==> src/rtl/ascon_perm_arbiter.sv <==
// Round-robin scheduler sharing one Ascon permutation core between two requesters.
// Define ASCON_ARB_TIMEOUT_EN to add a watchdog that aborts jobs whose core never finishes.
module ascon_perm_arbiter #(
  parameter logic [5:0]  TIMEOUT    = 6'd63,
  parameter int unsigned MAX_ROUNDS = 12
) (
  input  logic         clk,
  input  logic         resetn,
  input  logic         req0_valid,
  output logic         req0_ready,
  input  logic [319:0] req0_state,
  input  logic [3:0]   req0_rounds,
  output logic         rsp0_valid,
  input  logic         rsp0_ready,
  output logic [319:0] rsp0_state,
  output logic         rsp0_err,
  input  logic         req1_valid,
  output logic         req1_ready,
  input  logic [319:0] req1_state,
  input  logic [3:0]   req1_rounds,
  output logic         rsp1_valid,
  input  logic         rsp1_ready,
  output logic [319:0] rsp1_state,
  output logic         rsp1_err,
  output logic         core_start,
  output logic [4:0]   core_rounds,
  output logic [319:0] core_state,
  input  logic [319:0] core_out,
  input  logic         core_done,
  output logic         busy
);

  typedef enum logic [1:0] {
    IDLE,
    LAUNCH,
    WAIT,
    RESP
  } state_t;

  state_t       state;
  state_t       state_nx;
  logic         ptr;
  logic         own;
  logic         err;
  logic [319:0] job_state;
  logic [3:0]   job_rounds;
  logic [319:0] result;

  logic         grant;
  logic         acc;
  logic         bad;
  logic         rsp_hs;
  logic [319:0] acc_state;
  logic [3:0]   acc_rounds;
  logic         wd_hit;

  // Pointer only breaks ties; a lone requester always wins.
  always_comb begin
    grant      = req1_valid & (~req0_valid | ptr);
    acc_state  = grant ? req1_state : req0_state;
    acc_rounds = grant ? req1_rounds : req0_rounds;
    bad        = (acc_rounds == 4'd0) ||
                 ({28'd0, acc_rounds} > MAX_ROUNDS);
    acc        = req0_ready | req1_ready;
    rsp_hs     = (state == RESP) &&
                 (own ? rsp1_ready : rsp0_ready);
  end

`ifdef ASCON_ARB_TIMEOUT_EN
  logic [5:0] wd_cnt;

  always_ff @(posedge clk) begin
    if (!resetn) begin
      wd_cnt <= 6'd0;
    end else if (state == LAUNCH) begin
      wd_cnt <= 6'd0;
    end else if (state == WAIT) begin
      wd_cnt <= wd_cnt + 6'd1;
    end
  end

  assign wd_hit = (state == WAIT) &&
                  (wd_cnt == TIMEOUT - 6'd1);
`else
  logic unused_cfg;

  assign unused_cfg = ^TIMEOUT;
  assign wd_hit     = 1'b0;
`endif

  always_ff @(posedge clk) begin
    if (!resetn) begin
      state <= IDLE;
    end else begin
      state <= state_nx;
    end
  end

  always_comb begin
    state_nx = state;
    unique case (state)
      IDLE: begin
        if (acc) begin
          state_nx = bad ? RESP : LAUNCH;
        end
      end
      LAUNCH: state_nx = WAIT;
      WAIT: begin
        if (core_done || wd_hit) begin
          state_nx = RESP;
        end
      end
      RESP: begin
        if (rsp_hs) begin
          state_nx = IDLE;
        end
      end
      default: state_nx = IDLE;
    endcase
  end

  always_comb begin
    req0_ready  = resetn && (state == IDLE) &&
                  req0_valid && !grant;
    req1_ready  = resetn && (state == IDLE) &&
                  req1_valid && grant;
    core_start  = (state == LAUNCH);
    busy        = (state != IDLE);
    rsp0_valid  = (state == RESP) && !own;
    rsp1_valid  = (state == RESP) && own;
    rsp0_err    = rsp0_valid & err;
    rsp1_err    = rsp1_valid & err;
    rsp0_state  = result;
    rsp1_state  = result;
    core_state  = job_state;
    core_rounds = {1'b0, job_rounds};
  end

  // Result starts as the input so rejects and timeouts echo it back.
  always_ff @(posedge clk) begin
    if (!resetn) begin
      ptr        <= 1'b0;
      own        <= 1'b0;
      err        <= 1'b0;
      job_state  <= '0;
      job_rounds <= 4'd0;
      result     <= '0;
    end else begin
      if (acc) begin
        ptr        <= ~grant;
        own        <= grant;
        err        <= bad;
        job_state  <= acc_state;
        job_rounds <= acc_rounds;
        result     <= acc_state;
      end
      if ((state == WAIT) && core_done) begin
        result <= core_out;
        err    <= 1'b0;
      end else if (wd_hit) begin
        err <= 1'b1;
      end
    end
  end

endmodule

==> config.mk <==
export PLATFORM = sky130hd
export DESIGN_NAME = ascon_perm_arbiter
export DESIGN_NICKNAME = d
export VERILOG_FILES = /design/src/rtl/ascon_perm_arbiter.sv
export SDC_FILE = /design/constraint.sdc
export NUM_CORES = 1
export LEC_CHECK = 0
export ABC_CLOCK_PERIOD_IN_PS = 2000
export CAP_MARGIN = 20
export CELL_PAD_IN_SITES_DETAIL_PLACEMENT = 1
export CELL_PAD_IN_SITES_GLOBAL_PLACEMENT = 1
export CORE_AREA = 2 2 755 757
export DETAILED_ROUTE_END_ITERATION = 7
export DIE_AREA = 0 0 757 759
export GPL_TIMING_DRIVEN = 0
export PLACE_DENSITY_LB_ADDON = 0.1
export REMOVE_ABC_BUFFERS = 1
export SLEW_MARGIN = 20
export SYNTH_ARGS = -nofsm -noshare
export SYNTH_HDL_FRONTEND = slang
export SYNTH_SLANG_ARGS = --single-unit
==> constraint.sdc <==
create_clock -name clk -period 2 [get_ports clk]
set_input_delay 0.4 -clock clk [delete_from_list [all_inputs] [get_ports clk]]
set_output_delay 0.4 -clock clk [all_outputs]
set_load 0.01 [all_outputs]
# [Yosys cells after proc, flatten, opt, wreduce, memory -nomap -nowiden]
# Index checks and enable logic that the tools add are counted.
[classes] addsub=0 mul=0 div=0 order_cmp=1 eq_ne=6 n_shift=0 muxes=10 bitwise=8 reduce_logical=18
[op_table] cell="320-bit two-way mux" count=3
[op_table] cell="1-bit logical AND" count=9
[op_table] cell="2-bit two-way mux" count=4
[op_table] cell="2-bit case mux with 4 select lines" count=1
[op_table] cell="2-bit inequality test (second input constant)" count=3
[op_table] cell="2-bit equality test (second input constant)" count=2
[op_table] cell="4-bit greater-than comparator (second input constant)" count=1
[op_table] cell="4-bit zero test" count=1
[op_table] cell="4-bit two-way mux" count=1
[op_table] cell="2-bit nonzero test" count=2
[op_table] cell="1-bit AND" count=3
[op_table] cell="1-bit inverter" count=3
[op_table] cell="3-bit AND reduction" count=1
[op_table] cell="2-bit by 1-bit equality test with 1-bit output (second input constant)" count=1
[op_table] cell="1-bit zero test" count=2
[op_table] cell="2-bit zero test" count=1
[op_table] cell="1-bit OR" count=2
[op_table] cell="2-bit OR reduction" count=1
[op_table] cell="1-bit logical OR" count=1
[op_table] cell="1-bit two-way mux" count=1
[totals] ff_bits=649 latchBits=0 ram_bits=0 romBits=0 word_cells=50 mem_count=0

# [Logic depth before layout (Yosys ltp)]
# Gate-level depths: netlist of the first run.
[logic_depth] ltp_word=9 depth_mapped=9 mapped_depth_nobuf=6

# [Worst setup path before layout of the first run]
# OpenSTA, ideal clock, no wires.
[synth_timing] path_type="reg2reg" start="register state[0]" end="register result[302] (netlist: rsp0_state[302])" setup_time_ns=0.122 arrival_ns=1.697 slack_ns=0.181 path_stages_with_launch=10 n_path_buf=3 synth_period_minus_slack_ns=1.819 cell_sequence="dfxtp_1 > inv_1 > ha_1 > inv_2 > or2_1 > buf_2 > buf_6 > buf_6 > a211oi_2 > o21ai_1"
[synth_via] elab_chain_cells=6
[synth_lines] element="from (decl)" line="40" source="state_t state;"
[synth_lines] element="from (signal assigned)" line="95" source="state <= state_nx;"
[synth_lines] element="2-bit zero test" line="123, 125"
[synth_lines] element="1-bit logical AND" line="123, 125"
[synth_lines] element="1-bit logical AND, on equally long branches" line="123, 125"
[synth_lines] element="1-bit logical AND, on equally long branches" line="124, 126"
[synth_lines] element="1-bit OR" line="64" source="acc = req0_ready | req1_ready;"
[synth_lines] element="2-bit nonzero test (no source line)"
[synth_lines] element="to (signal assigned)" line="155" source="result <= acc_state;"
[synth_lines] element="to (signal assigned)" line="158" source="result <= core_out;"
[synth_lines] element="to (decl)" line="47" source="logic [319:0] result;"
# Parallel ways exist; a longest one is shown, timed or not.
# A chain may end at the register's enable or synchronous reset.

# [Final worst setup path of the first run]
[layout_timing] start="input port req1_valid" end="output port req0_ready"
[layout_via] elab_chain_cells=3
[layout_lines] element="from (decl)" line="17" source="input logic req1_valid,"
[layout_lines] element="1-bit AND" line="59" source="grant = req1_valid & (~req0_valid | ptr);"
[layout_lines] element="1-bit zero test" line="124" source="req0_valid && !grant;"
[layout_lines] element="1-bit logical AND" line="124"
[layout_lines] element="to (decl)" line="10" source="output logic req0_ready,"
# Every way passes these cells.

==> results.py, run 1 <==
metrics = {
    "power": {
        "ir_drop_uv": 718,
        "p_leak_nw": 33.9,
        "power.density_mw_per_mm2": 1180,
    },
    "synthesis": {
        "yosys_register_bits": 649,
        "syn_area_per_cell_um2": 8.45,
        "yosys.area.top_type": "dfxtp_1",
        "ys_top_cells_by_count": "dfxtp_1 (649), o21ai_0 (646), nand2_1 (332), nor2_1 (328), buf_4 (324)",
        "synth_most_common_cell": "dfxtp_1",
        "synth_edf_count": 0,
        "netlist_top_cells_area": "dfxtp_1 (43%), a211oi_2 (12%), o21ai_0 (11%), buf_4 (8.0%), and3_1 (6.6%)",
        "ys.flop_type": "dfxtp_1",
        "syn-instance-count": 3597,
        "seq_area_frac_synth_pct": 42.8,
        "ys_async_sr_fraction_pct": 0,
        "synth_area_mm2": 0.0304,
        "yosysWarnings": 0,
        "netlist.area_leader.share_pct": 42.8,
        "ys_types": 37,
    },
    "worst_setup_path": {
        "cp-end-kind": "output port",
        "required_ns": 1.60,
        "worstSetupPathType": "in2out",
        "startpoint": "req1_valid",
        "crit_path_start_kind": "input pin",
        "arrival_ns": 2.38,
        "r2r_start": "ptr",
        "critPathMaxFanout": 79,
    },
    "grt": {
        "grt_usage_pct": 13.7,
        "use_met1_pct": 16.6,
        "grt_busiest_layer": "met2",
        "use_met3_pct": 4.72,
        "grt_use_met2_pct": 23.6,
        "grt_overflow": 0,
        "grt_start_max_net_pins": 80,
        "grt_pass1_wl_mm": 508,
        "grt_pass1_vias": 40065,
        "antenna_found_initial": 232,
    },
    "clock_network": {
        "ctsLongestPathBuffers": 4,
        "hold_buffers": 285,
        "cts-root-buf": "clkbuf_16",
        "cts.reportedPaths.clkPinSlew_ns": 0.06,
        "clkLatencyLatePin_ns": 0.87,
        "cts_tree": "built",
        "cts_sinks": 649,
        "cts_made_buffers": 117,
        "htree_levels": 3,
    },
    "floorplan": {
        "io_pins": 1948,
        "die_h_um": 759,
        "core_area_mm2": 0.567,
        "rows": 277,
        "fp.dieW_um": 757,
        "start_util_pct": 5.36,
        "fp.dieArea_mm2": 0.575,
    },
    "timing": {
        "tightest_slew_ns": 0.840,
        "max_freq_mhz": 360,
        "min_period_over_period_pct": 139,
        "skew_ns": 0.0229,
        "min_period_ns": 2.78,
        "setup_ws_ns": -0.779,
        "relSlewSlack_pct": 44.0,
        "slew_violations": 0,
        "setup_viol": 718,
        "setup-tns-final_ns": -275.10,
        "hold_viol_final": 20,
        "hold_slack_ns": -0.0471,
        "grt_setup_unrepaired": "yes",
    },
    "placed_design": {
        "dp_slack_ns": -2.69,
        "place_hpwl_mm": 314,
        "place.gp.congestion": 0.787,
        "portBuffers": 1946,
        "dpl-instance-area_mm2": 0.0579,
        "dp.cells": 12532,
    },
    "cells_and_area": {
        "utilization_pct": 13.3,
        "instances_no_fill": 13542,
        "syn_to_final_growth_pct": 149,
        "finalNetCount": 6822,
        "drive_gt1_share_pct": 31.3,
        "fin_area_mm2": 0.0757,
    },
    "routing": {
        "wl_per_cell_um": 31.9,
        "routed_wl_mm": 432,
        "viasPerCell": 2.87,
        "drt_iter0_markers": 1794,
        "num_vias": 38852,
        "dr.pass1.iters": 5,
        "antenna_left": 0,
        "drc_errors": 0,
    },
    "status": {
        "violations": "hold timing, setup timing",
        "status": "finished, violations left",
    },
    "worst_hold_path": {
        "hold_class": "in2reg",
        "hold_path_startpoint": "resetn",
    },
    "job": {
        "max_cap_viol_count": 0,
    },
}
critical path, cell delays in order:
cell	delay [ns]
buf_16	0.38
buf_16	0.29
buf_16	0.32
and2_4	0.32
nor3_1	0.08
buf_4	0.19
through the flow:
| stage | hold WS [ns] | total power [mW] |
|---|---|---|
| 2_1_floorplan | 0.440 | 26.5 |
| 3_3_place_gp | 0.457 | 34.6 |
| 3_5_place_dp | 0.490 | 57.8 |
| 4_1_cts | -0.216 | 86.8 |
| 5_1_grt | -0.132 | 94.1 |
| 6_report | -0.0471 | 89.2 |
layout by cell type, fill, tap and decap left out, types with 197 or more instances in the layout:
master,count
clkdlybuf4s50_1,1027
and3_1,296
nand2_1,332
buf_6,197
dlymetal6s2s_1,487
o21ai_0,514
dlygate4sd3_1,285
nor2_1,319
o21ai_1,345
dfxtp_1,404
a211oi_4,262
layout make-up:
cell class / count / area (um^2)
Timing Repair Buffer: 2766 / 32300
Tap cell: 7533 / 9430
Clock inverter: 21 / 226
Sequential cell: 649 / 13700
Fill cell: 65792 / 491000
Multi-Input combinational cell: 2304 / 16200
Antenna cell: 75 / 188
Inverter: 4 / 27.5
Clock buffer: 190 / 3560
cell families (layout without fill, tap and decap cells):
logic type      count (synthesis)  after routing  share of synthesized area (%)
simple gates                  997           1000                           15.1
other cells                     1             76                         0.0123
compound gates               1297           1297                           28.9
mux                             1              1                         0.0329
fa+ha+maj                       5              5                          0.206
buf+inv                       647           2981                           13.0
flops                         649            649                           42.8
worst paths after layout:
kind / cells after the start / end / slack [ns]
min: 3 / core_state[222] / -0.05
max: 6 / req0_ready / -0.78
max reg2reg: 15 / rsp0_state[273] / -0.62
min reg2reg: 2 / core_state[137] / 0.50
routing by layer:
metal  wire, um  up-vias
met5        504        -
met4      10800       82
met3      35700      559
met2     206000     1857
met1     179000    19510
li1           -    16844
where the power goes:
| part | total, mW | internal [mW] | switching (mW) |
|---|---|---|---|
| Clock | 21.1 | 12.5 | 8.64 |
| Sequential | 23.3 | 17.3 | 5.99 |
| Combinational | 44.8 | 20.7 | 24.2 |
registers in the layout (all words and copies together), names as in the netlist:
register / count
core_state: 320
err: 1
job_rounds: 4
own: 1
ptr: 1
rsp0_state: 320
state: 2
what timing repair did:
item / in CTS / in global routing
pin swaps: 51 / 642
resized for setup: 562 / 2863
buffers inserted: 127 / 192
cloned: 68 / 69
setup endpoints to repair: 1616 / 1602
hold endpoints to repair: 309 / 24
(Power assumes the default switching activity.)
==> run 2: changes to the inputs <==
--- a/config.mk
+++ b/config.mk
@@ -19,3 +19,4 @@
 export SYNTH_ARGS = -nofsm -noshare
 export SYNTH_HDL_FRONTEND = slang
 export SYNTH_SLANG_ARGS = --single-unit
+export TNS_END_PERCENT = 10
==> run 2 against run 1 <==
  * The run still ends with hold timing, setup timing left
  * Sequential cell count is the same
  * Clock skew is essentially flat
  * Worst setup slack got worse by 0.014 ns
  * Critical path type unchanged
  * Wire length fell by 2.1%
  * Power is 3.1% lower
  * First-iteration DRC count grew 0.28%
  * Via count decreased by 1.7%
==> results.py, run 2 (same netlist as run 1, synthesis figures left out) <==
metrics = {
    "cells_and_area": {
        "drive_gt1_share_pct": 21.1,
        "final_common_cell": "clkdlybuf4s50_1",
        "seq_area_mm2": 0.0133,
        "multi_input_area_mm2": 0.0146,
        "syn_to_final_growth_pct": 135,
        "instances_no_fill": 13425,
        "layout_common_cells": "clkdlybuf4s50_1 (1788), o21ai_0 (558), dfxtp_1 (544)",
        "finalNetCount": 6694,
        "fillerInstances": 66110,
        "utilization_pct": 12.6,
    },
    "clock_network": {
        "cts-root-buf": "clkbuf_16",
        "hold_buffers": 285,
        "ctsLongestPathBuffers": 4,
        "cts.reportedPaths.clkPinSlew_ns": 0.06,
        "htree_levels": 3,
        "cts_made_buffers": 117,
        "clkLatencyLatePin_ns": 0.87,
        "cts_tree": "built",
        "cts_sinks": 649,
    },
    "worst_setup_path": {
        "crit_path_start_kind": "input pin",
        "worstSetupPathType": "in2out",
        "critPathMaxFanout": 79,
        "required_ns": 1.60,
        "reg2reg_depth": 11,
        "cp-end-kind": "output port",
        "arrival_ns": 2.39,
    },
    "power": {
        "p_leak_nw": 24.9,
        "fin_total_pwr_mw": 86.5,
        "ir_drop_uv": 712,
        "power.density_mw_per_mm2": 1210,
    },
    "routing": {
        "highest_layer": "met5",
        "num_vias": 38194,
        "drt-met1-wl_mm": 176,
        "dr.pass1.iters": 5,
        "route.met2.wl_mm": 202,
        "drt_iter0_markers": 1799,
        "routed-wl-met3_mm": 35.1,
        "viasPerCell": 2.84,
        "antenna_left": 0,
        "wl_per_cell_um": 31.5,
        "drc_errors": 0,
        "routed_wl_mm": 423,
    },
    "grt": {
        "grt_pass1_vias": 40065,
        "antenna_found_initial": 229,
        "grt_usage_pct": 13.7,
        "grt_pass1_wl_mm": 508,
        "grt_overflow": 0,
        "grt_start_max_net_pins": 80,
    },
    "worst_hold_path": {
        "hold_depth": 3,
        "hold_class": "in2reg",
    },
    "timing": {
        "min_period_ns": 2.79,
        "setup-tns-final_ns": -522.22,
        "max_freq_mhz": 358,
        "hold_slack_ns": -0.0556,
        "relSlewSlack_pct": 44.1,
        "setup_viol": 1487,
        "grt_setup_unrepaired": "yes",
        "min_period_over_period_pct": 140,
        "skew_ns": 0.0229,
        "hold_viol_final": 21,
        "tightest_slew_ns": 0.834,
        "slew_violations": 0,
        "setup_ws_ns": -0.794,
    },
    "placed_design": {
        "place.gp.congestion": 0.787,
        "place_hpwl_mm": 314,
        "portBuffers": 1946,
        "dp.cells": 12532,
    },
    "floorplan": {
        "fp.dieW_um": 757,
        "die_h_um": 759,
        "rows": 277,
        "io_pins": 1948,
        "core_area_mm2": 0.567,
        "start_util_pct": 5.36,
        "fp.dieArea_mm2": 0.575,
    },
    "status": {
        "violations": "hold timing, setup timing",
        "status": "finished, violations left",
    },
    "job": {
        "max_cap_viol_count": 0,
    },
}
## run 2: per-stage QoR
step	cell area [um^2]	hold WS [ns]	setup slack, ns
global route	71100	-0.133	-0.863
detailed placement	57900	0.490	-2.69
global placement	55400	0.457	-59.58
finish	71300	-0.0556	-0.794
CTS	68800	-0.216	-0.912
floorplan	26500	0.440	-11.21
## run 2: worst paths after layout
kind	endpoint	from	slack [ns]
worst min register to register	core_state[298]	core_state[298]	0.50
worst max register to register	rsp0_state[269]	ptr	-0.63
worst max-delay path	req0_ready	req1_valid	-0.79
worst min-delay path	core_state[125]	resetn	-0.06
## run 2: final cells by class
class,instances,share of cell area (%)
clock buffers,190,4.99
diodes,86,0.302
clock inverters,21,0.318
inverters,4,0.0386
well taps,7533,13.2
multi-input cells,2304,20.5
repair buffers,2638,42.0
flip-flops and latches,649,18.7
## run 2: where the power goes
group | internal, mW | switching (mW)
Combinational | 20.0 | 22.3
Clock | 12.5 | 8.67
Sequential | 16.9 | 6.17
## run 2: per-layer routing
metal | track usage [%] | vias to the layer above
met2 | 23.6 | 1899
met4 | 2.26 | 76
li1 | - | 16734
met5 | 0 | -
met3 | 4.72 | 521
met1 | 16.6 | 18964
## run 2: worst max-delay path: stages
cell,delay (ns)
buf_16,0.36
buf_16,0.29
buf_16,0.34
and2_4,0.33
nor3_1,0.08
buf_4,0.19
## run 2: what timing repair did
action | 4_1_cts | 5_1_grt
hold endpoints to repair | 309 | 24
setup buffers | 127 | 88
pin swaps | 51 | 105
gates cloned | 68 | 38
endpoints found under the setup margin | 1616 | 1602
gates resized for setup | 562 | 721
